File: config.mk
export PLATFORM = sky130hd
export DESIGN_NAME = seg_capture_flat
export DESIGN_NICKNAME = d
export VERILOG_FILES = /design/src/rtl/seg_capture_pkg.sv /design/src/rtl/seg_capture_if.sv /design/src/rtl/seg_pattern_dec.sv /design/src/rtl/seg_capture.sv /design/src/flat_wrapper.sv
export SDC_FILE = /design/constraint.sdc
export NUM_CORES = 1
export LEC_CHECK = 0
export BUFFER_PORTS_ARGS = -buffer_cell sky130_fd_sc_hd__buf_2
export CORE_MARGIN = 4
export CORE_UTILIZATION = 59
export CTS_CLUSTER_DIAMETER = 100
export CTS_CLUSTER_SIZE = 16
export DETAILED_ROUTE_END_ITERATION = 8
export GPL_ROUTABILITY_DRIVEN = 0
export PLACE_DENSITY = 0.82
export SYNTH_ARGS = -nofsm -noshare
export SYNTH_HDL_FRONTEND = slang
export SYNTH_SLANG_ARGS = --single-unit
File: constraint.sdc
create_clock -name clk -period 3.48 [get_ports clk]
set_clock_uncertainty 0.05 [all_clocks]
set_input_delay 0.522 -clock clk [delete_from_list [all_inputs] [get_ports clk]]
set_output_delay 0.522 -clock clk [all_outputs]
set_load 0.03 [all_outputs]
File: src/rtl/seg_capture_pkg.sv
// Shared definitions for 7-segment capture and display: segment codes, widths,
// frame payload and digit-select helpers.
package seg_capture_pkg;

  localparam int unsigned DIGITS      = 4;
  localparam int unsigned DIGIT_W     = 4;
  localparam int unsigned IDX_W       = 2;
  localparam int unsigned SEG_W       = 7;
  localparam int unsigned LED_W       = SEG_W + 1;
  localparam int unsigned DATA_W      = DIGITS * DIGIT_W;

  // Active-low common-anode patterns, bit order g..a
  localparam logic [SEG_W-1:0] SEG_0     = 7'h40;
  localparam logic [SEG_W-1:0] SEG_1     = 7'h79;
  localparam logic [SEG_W-1:0] SEG_2     = 7'h24;
  localparam logic [SEG_W-1:0] SEG_3     = 7'h30;
  localparam logic [SEG_W-1:0] SEG_4     = 7'h19;
  localparam logic [SEG_W-1:0] SEG_5     = 7'h12;
  localparam logic [SEG_W-1:0] SEG_6     = 7'h02;
  localparam logic [SEG_W-1:0] SEG_7     = 7'h78;
  localparam logic [SEG_W-1:0] SEG_8     = 7'h00;
  localparam logic [SEG_W-1:0] SEG_9     = 7'h10;
  localparam logic [SEG_W-1:0] SEG_BLANK = 7'h7F;

  localparam logic [DIGIT_W-1:0] BCD_INVALID = 4'hF;

  typedef enum logic {
    ST_SETTLING,
    ST_SAMPLED
  } state_e;

  typedef struct packed {
    logic [DATA_W-1:0] data;
    logic [DIGITS-1:0] point;
    logic [DIGITS-1:0] blank;
  } frame_t;

  localparam frame_t FRAME_RST = '{data: '0, point: '0, blank: '1};

  // A select is usable only when exactly one active-low line is asserted
  function automatic logic sel_valid(input logic [DIGITS-1:0] sel);
    return $countones(~sel) == 1;
  endfunction

  function automatic logic [IDX_W-1:0] sel_index(input logic [DIGITS-1:0] sel);
    logic [IDX_W-1:0] idx;
    idx = '0;
    for (int i = 0; i < DIGITS; i++) begin
      if (!sel[i]) idx = IDX_W'(i);
    end
    return idx;
  endfunction

endpackage

File: src/rtl/seg_capture_if.sv
// Multiplexed display pins in, captured frame and status out.
interface seg_capture_if;
  import seg_capture_pkg::*;

  logic [DIGITS-1:0] seg_sel;
  logic [LED_W-1:0]  seg_led;
  logic [DATA_W-1:0] data;
  logic [DIGITS-1:0] point;
  logic [DIGITS-1:0] blank;
  logic              frame_valid;
  logic              seg_err;
  logic              stale;

  modport master (
    output seg_sel, seg_led,
    input  data, point, blank, frame_valid, seg_err, stale
  );

  modport slave (
    input  seg_sel, seg_led,
    output data, point, blank, frame_valid, seg_err, stale
  );
endinterface

File: src/rtl/seg_pattern_dec.sv
// Combinational 7-segment pattern to BCD decoder; flags dark and unrecognised patterns.
module seg_pattern_dec
  import seg_capture_pkg::*;
(
  input  logic [SEG_W-1:0]   pattern,
  output logic [DIGIT_W-1:0] value,
  output logic               blank,
  output logic               invalid
);

  always_comb begin
    value   = BCD_INVALID;
    blank   = 1'b0;
    invalid = 1'b0;
    case (pattern)
      SEG_0:     value = DIGIT_W'(0);
      SEG_1:     value = DIGIT_W'(1);
      SEG_2:     value = DIGIT_W'(2);
      SEG_3:     value = DIGIT_W'(3);
      SEG_4:     value = DIGIT_W'(4);
      SEG_5:     value = DIGIT_W'(5);
      SEG_6:     value = DIGIT_W'(6);
      SEG_7:     value = DIGIT_W'(7);
      SEG_8:     value = DIGIT_W'(8);
      SEG_9:     value = DIGIT_W'(9);
      SEG_BLANK: begin
        value = DIGIT_W'(0);
        blank = 1'b1;
      end
      default:   invalid = 1'b1;
    endcase
  end

endmodule

File: src/rtl/seg_capture.sv
// Snoops a multiplexed 4-digit 7-segment display and reassembles complete BCD frames,
// sampling each digit once its select and pattern have been stable long enough.
module seg_capture
  import seg_capture_pkg::*;
#(
  parameter int unsigned SETTLE_CYCLES = 4,
  parameter int unsigned STALE_CYCLES  = 2_000_000
) (
  input  logic         clk,
  input  logic         sys_reset,
  seg_capture_if.slave bus
);

  localparam int unsigned SETTLE_W = (SETTLE_CYCLES > 1) ? $clog2(SETTLE_CYCLES) : 1;
  localparam int unsigned STALE_W  = $clog2(STALE_CYCLES + 1);
  localparam logic [SETTLE_W-1:0] SETTLE_LAST = SETTLE_W'(SETTLE_CYCLES - 1);
  localparam logic [STALE_W-1:0]  STALE_MAX   = STALE_W'(STALE_CYCLES);

  logic [DIGITS-1:0]   sel_q, sel_d;
  logic [LED_W-1:0]    led_q, led_d;
  state_e              state_q, state_d;
  logic [SETTLE_W-1:0] settle_q, settle_d;
  logic [DIGITS-1:0]   mask_q, mask_d;
  frame_t              shadow_q, shadow_d;
  frame_t              frame_q, frame_d;
  logic                frame_valid_q, frame_valid_d;
  logic                seg_err_q, seg_err_d;
  logic [STALE_W-1:0]  stale_cnt_q, stale_cnt_d;
  logic                stale_q, stale_d;

  logic               sel_ok;
  logic               changed;
  logic               sample;
  logic               full;
  logic [IDX_W-1:0]   idx;
  logic [DIGIT_W-1:0] dec_value;
  logic               dec_blank;
  logic               dec_invalid;

  seg_pattern_dec u_dec (
    .pattern (led_q[SEG_W-1:0]),
    .value   (dec_value),
    .blank   (dec_blank),
    .invalid (dec_invalid)
  );

  // Input stage plus change detection against the incoming pins
  always_comb begin
    sel_d   = bus.seg_sel;
    led_d   = bus.seg_led;
    changed = (sel_d != sel_q) || (led_d != led_q);
    sel_ok  = sel_valid(sel_q);
    idx     = sel_index(sel_q);
  end

  // Settle FSM: one sample per stable select period
  always_comb begin
    state_d  = state_q;
    settle_d = settle_q;
    sample   = 1'b0;
    case (state_q)
      ST_SETTLING: begin
        if (!sel_ok || changed) begin
          settle_d = '0;
        end else if (settle_q == SETTLE_LAST) begin
          sample  = 1'b1;
          state_d = ST_SAMPLED;
        end else begin
          settle_d = settle_q + SETTLE_W'(1);
        end
      end
      ST_SAMPLED: begin
        if (!sel_ok || changed) begin
          state_d  = ST_SETTLING;
          settle_d = '0;
        end
      end
      default: begin
        state_d  = ST_SETTLING;
        settle_d = '0;
      end
    endcase
  end

  // Shadow assembly; a full mask publishes the frame one cycle after the last sample
  always_comb begin
    full          = (mask_q == '1);
    mask_d        = full ? '0 : mask_q;
    shadow_d      = shadow_q;
    frame_d       = full ? shadow_q : frame_q;
    frame_valid_d = full;
    seg_err_d     = seg_err_q;
    if (sample) begin
      mask_d[idx]                           = 1'b1;
      shadow_d.data[{idx, 2'b00} +: DIGIT_W] = dec_value;
      shadow_d.point[idx]                   = ~led_q[LED_W-1];
      shadow_d.blank[idx]                   = dec_blank;
      seg_err_d                             = seg_err_q | dec_invalid;
    end
  end

  // Stale watchdog restarts on the same edge that raises frame_valid
  always_comb begin
    stale_cnt_d = stale_cnt_q;
    if (full) begin
      stale_cnt_d = '0;
    end else if (stale_cnt_q != STALE_MAX) begin
      stale_cnt_d = stale_cnt_q + STALE_W'(1);
    end
    stale_d = (stale_cnt_d == STALE_MAX);
  end

  always_ff @(posedge clk or posedge sys_reset) begin
    if (sys_reset) begin
      sel_q         <= '1;
      led_q         <= '1;
      state_q       <= ST_SETTLING;
      settle_q      <= '0;
      mask_q        <= '0;
      shadow_q      <= FRAME_RST;
      frame_q       <= FRAME_RST;
      frame_valid_q <= 1'b0;
      seg_err_q     <= 1'b0;
      stale_cnt_q   <= '0;
      stale_q       <= 1'b0;
    end else begin
      sel_q         <= sel_d;
      led_q         <= led_d;
      state_q       <= state_d;
      settle_q      <= settle_d;
      mask_q        <= mask_d;
      shadow_q      <= shadow_d;
      frame_q       <= frame_d;
      frame_valid_q <= frame_valid_d;
      seg_err_q     <= seg_err_d;
      stale_cnt_q   <= stale_cnt_d;
      stale_q       <= stale_d;
    end
  end

  assign bus.data        = frame_q.data;
  assign bus.point       = frame_q.point;
  assign bus.blank       = frame_q.blank;
  assign bus.frame_valid = frame_valid_q;
  assign bus.seg_err     = seg_err_q;
  assign bus.stale       = stale_q;

endmodule

File: src/flat_wrapper.sv
// flat-port wrapper written by rule: the top's interface ports become plain ports
module seg_capture_flat import seg_capture_pkg::*;
#(
  parameter int unsigned SETTLE_CYCLES = 4,
  parameter int unsigned STALE_CYCLES  = 2_000_000
)
  (clk, sys_reset, bus_seg_sel, bus_seg_led, bus_data, bus_point, bus_blank, bus_frame_valid, bus_seg_err, bus_stale);
  seg_capture_if bus_i ();
  input  logic clk;
  input  logic sys_reset;
  input wire logic [$bits(bus_i.seg_sel)-1:0] bus_seg_sel;
  input wire logic [$bits(bus_i.seg_led)-1:0] bus_seg_led;
  output wire logic [$bits(bus_i.data)-1:0] bus_data;
  output wire logic [$bits(bus_i.point)-1:0] bus_point;
  output wire logic [$bits(bus_i.blank)-1:0] bus_blank;
  output wire logic [$bits(bus_i.frame_valid)-1:0] bus_frame_valid;
  output wire logic [$bits(bus_i.seg_err)-1:0] bus_seg_err;
  output wire logic [$bits(bus_i.stale)-1:0] bus_stale;
  assign bus_i.seg_sel = bus_seg_sel;
  assign bus_i.seg_led = bus_seg_led;
  assign bus_data = bus_i.data;
  assign bus_point = bus_i.point;
  assign bus_blank = bus_i.blank;
  assign bus_frame_valid = bus_i.frame_valid;
  assign bus_seg_err = bus_i.seg_err;
  assign bus_stale = bus_i.stale;
  seg_capture #(.SETTLE_CYCLES(SETTLE_CYCLES), .STALE_CYCLES(STALE_CYCLES)) u_core (.clk(clk), .sys_reset(sys_reset), .bus(bus_i));
endmodule
==> flow_metrics.env <==
export IMPL_synth_top_family_by_area="simple AND/OR/NAND/NOR gates"
export IMPL_cts_tree="yes"
export IMPL_crit_reg2reg_launch="u_core.sel_q[2]$_DFF_PP1_"
export IMPL_wire_per_inst_um=15.1
export IMPL_dp_cells=566
export IMPL_placed_area_sq_um=4770
export IMPL_drive_gt1_share_pct=21.7
export IMPL_num_rows=31
export IMPL_ys_ff_latch=91
export IMPL_cpLargestDelayFamily="simple AND/OR/NAND/NOR gates"
export IMPL_finalSetupViolCount=0
export IMPL_grt_pass1_wl_um=14900
export IMPL_crit_path_cell_trace="inv_1, ha_1, ha_1, inv_1, fa_1, nand4_1, or4_4, nor3b_4, buf_4, nand2_1, mux2_2"
export IMPL_startpoint_type="flop"
export IMPL_start_util_pct=61.5
export IMPL_holdPathStages=1
export IMPL_path_class="reg2reg"
export IMPL_fin_crit_sh_pct=94.1
export IMPL_drv_cap=0
export IMPL_die_w_um=95.4
export IMPL_finalWorstPathRequiredPeriod_ps=3280
export IMPL_cp_required_ps=3670
export IMPL_postRouteAntennaNets=0
export IMPL_drc=0
export IMPL_synth_xor_area_share_pct=6.97
export IMPL_yosysSeqAreaShare_pct=51.1
export IMPL_antenna_cells=0
export IMPL_postSynthCellCount=442
export IMPL_synth_ff_type="dfrtp_1"
export IMPL_core_area_sq_um=7330
export IMPL_grt_max_degree=53
export IMPL_worstHoldStart="bus_seg_led[4]"
export IMPL_relSlewSlack_pct=41.9
export IMPL_io_buffers=40
export IMPL_drtIter0Drc=198
export IMPL_cts_made_buffers=9
export IMPL_leakage_uw=0.00246
export IMPL_r2r_end="u_core.shadow_q[17]$_DFFE_PP0P_"
export IMPL_ys_warnings_count=0
export IMPL_fin_cells=582
export IMPL_clk_pin_slew_ps=90
export IMPL_hold_viol=0
export IMPL_cts_resized=0
export IMPL_nNetsFinal=508
export IMPL_wirelength_um=8790
export IMPL_irDropWorstVdd_mv=0.210
export IMPL_antenna_found_initial=0
export IMPL_holdPathEnd="u_core.led_q[4]$_DFF_PP1_"
export IMPL_hpwl_um=6260
export IMPL_max_freq_mhz=305
export IMPL_clkSinkCount=91
export IMPL_cp_num_buf_inv=3
export IMPL_outcome="finished, final reports clean"
export IMPL_synthesis_area_sq_um=4510
export IMPL_cp_arrival_ps=3470
export IMPL_reg2regPathDepth=11
export IMPL_drt_pass1_iter_count=5
export IMPL_synth_simple_area_share_pct=22.6
export IMPL_rsz0062_at_grt="no"
export IMPL_cp_max_fo=13
export IMPL_r2r_setup_slack_ps=200
export IMPL_postSynthAreaPerCell_sq_um=10.2
export IMPL_power_density_nw_per_um2=384
export IMPL_io_pins=41
export IMPL_fin_setup_tns_ps=0
export IMPL_power_uw=1910
export IMPL_h_tree_depth=3
export IMPL_async_flop_share_pct=100
export IMPL_cts_root_buf="clkbuf_8"
export IMPL_clk_latency_ps=360
export IMPL_worstSetupEndpointType="flop"
export IMPL_die_area_sq_um=9100
export IMPL_grt_use_total_pct=21.2
export IMPL_drv_slew=0
export IMPL_synth_edf_count=0
export IMPL_via_count=3268
export IMPL_syn_nets=472
export IMPL_fin_area_sq_um=4980
export IMPL_cts_setup_buffers=0
export IMPL_synth_compound_area_share_pct=6.97
export IMPL_yosysUniqueCellTypes=56
export IMPL_muxShareOfSynthArea_pct=3.66
export IMPL_hold_class="in2reg"
export IMPL_crit_path_top_delay_cell="dfstp_2"
export IMPL_cts_hold_buffers=0
export IMPL_cts_buffer_depth=2
export IMPL_max_stage_delay_ps=570
export IMPL_synthAdderAreaFrac_pct=4.61
export IMPL_grt_pass1_vias=3156
export IMPL_overflow=0
export IMPL_area_growth_pct=10.5
export IMPL_die_y_um=95.4
export IMPL_via_per_inst=5.62
export IMPL_tightest_slew_ps=870
## per-layer routing
layer,global-route usage (%),routed length [um]
met5,0,0
met4,5.69,112
met3,5.60,433
met2,34.0,4240
met1,28.8,4000
## flip-flops by register name, summed over array words and instances, names as in the netlist
register and count:
u_core.bus.point 4, u_core.bus.seg_err 1, u_core.bus.frame_valid 1, u_core.bus.data 16, u_core.bus.blank 4, u_core.stale_cnt_q 21
u_core.bus.stale 1, u_core.led_q 8, u_core.settle_q 2, u_core.state_q 1, u_core.mask_q 4, u_core.shadow_q 24
u_core.sel_q 4
## cell families after synthesis
group	count (synthesis)
and+or+nand+nor	200
DFF	91
AOI/OAI and AO/OA	45
buffers and inverters	41
xor gates and xnor gates	35
adders and majority gates	16
muxes	14
## cell type report
type / instances / area (sq um)
inverter: 22 / 83.8
multi-input combinational: 310 / 2020
sequential: 91 / 2300
clock inverter: 7 / 83.8
fill: 563 / 2350
clock buffer: 9 / 124
tap: 99 / 124
timing repair buffer: 44 / 243
## worst max-delay path by stage
stage                         startpoint  slack, ps                              end  depth (start not counted)
2_1_floorplan  u_core.sel_q[2]$_DFF_PP1_        450   u_core.shadow_q[0]$_DFFE_PP1P_                         11
3_3_place_gp   u_core.sel_q[2]$_DFF_PP1_        320  u_core.shadow_q[13]$_DFFE_PP0P_                         11
3_5_place_dp   u_core.sel_q[2]$_DFF_PP1_        200  u_core.shadow_q[17]$_DFFE_PP0P_                         11
4_1_cts        u_core.sel_q[2]$_DFF_PP1_        210  u_core.shadow_q[17]$_DFFE_PP0P_                         11
5_1_grt        u_core.sel_q[2]$_DFF_PP1_         70  u_core.shadow_q[13]$_DFFE_PP0P_                         11
6_report       u_core.sel_q[2]$_DFF_PP1_        200  u_core.shadow_q[17]$_DFFE_PP0P_                         11
## cells in the mapped netlist (all sizes together), types with 4 or more instances
library cell | instances | area [sq um]
a21oi | 8 | 40.0
buf | 9 | 63.8
clkbuf | 10 | 38.8
dfrtp | 71 | 1780
dfstp | 20 | 526
ha | 15 | 188
inv | 22 | 82.6
mux2 | 8 | 105
mux2i | 6 | 60.1
nand2 | 88 | 360
nand3 | 14 | 70.1
nand4 | 14 | 87.6
nor2 | 35 | 131
nor2b | 4 | 25.0
nor3 | 8 | 45.0
nor3b | 4 | 41.3
nor4 | 9 | 71.3
o21ai | 10 | 50.1
o2bb2ai | 13 | 114
xnor2 | 27 | 244
xor2 | 8 | 70.1
## power breakdown
| part | internal, uW | switching [uW] |
|---|---|---|
| combinational | 38.4 | 59.1 |
| clock | 343 | 387 |
| sequential | 1070 | 13.2 |
| total | 1450 | 459 |
## cells in the final DEF, fill, tap and decap left out, types with 2 or more instances in the layout
cell type,count
nand2_1,84
dfrtp_1,71
buf_2,40
nor2_1,35
xnor2_1,26
inv_1,21
dfstp_2,20
ha_1,15
nand4_1,14
nand3_1,14
o2bb2ai_1,13
o21ai_0,10
clkbuf_8,9
a21oi_1,8
xor2_1,8
nor4_1,8
nor3_1,7
mux2i_1,6
nor2b_1,4
nand2_4,4
mux2_4,4
mux2_2,4
nand3b_1,3
nor3b_1,3
and3_1,3
clkinv_4,3
buf_4,3
or2_2,2
and2_1,2
or4_1,2
or3_1,2
nand4b_1,2
o211ai_1,2
a211oi_1,2
a31oi_1,2
## through the flow
stage	hold WS [ps]	util [%]	worst slack, ps
after global routing	192	67.9	71.1
after CTS	207	67.9	214
after detailed placement	405	65.1	203
after global placement	394	65.1	322
after floorplan	383	-	454
final	221	67.9	205
## worst reg2reg max path, delay by kind of cell (launching register included)
kind	cells	cell delay (ps)
adder cells (fa/ha/maj)	3	920
buffers and inverters	3	360
flip-flops	1	570
multiplexers	1	290
AND/OR/NAND/NOR	4	980
No activity file was read; power rests on OpenSTA's default activity.
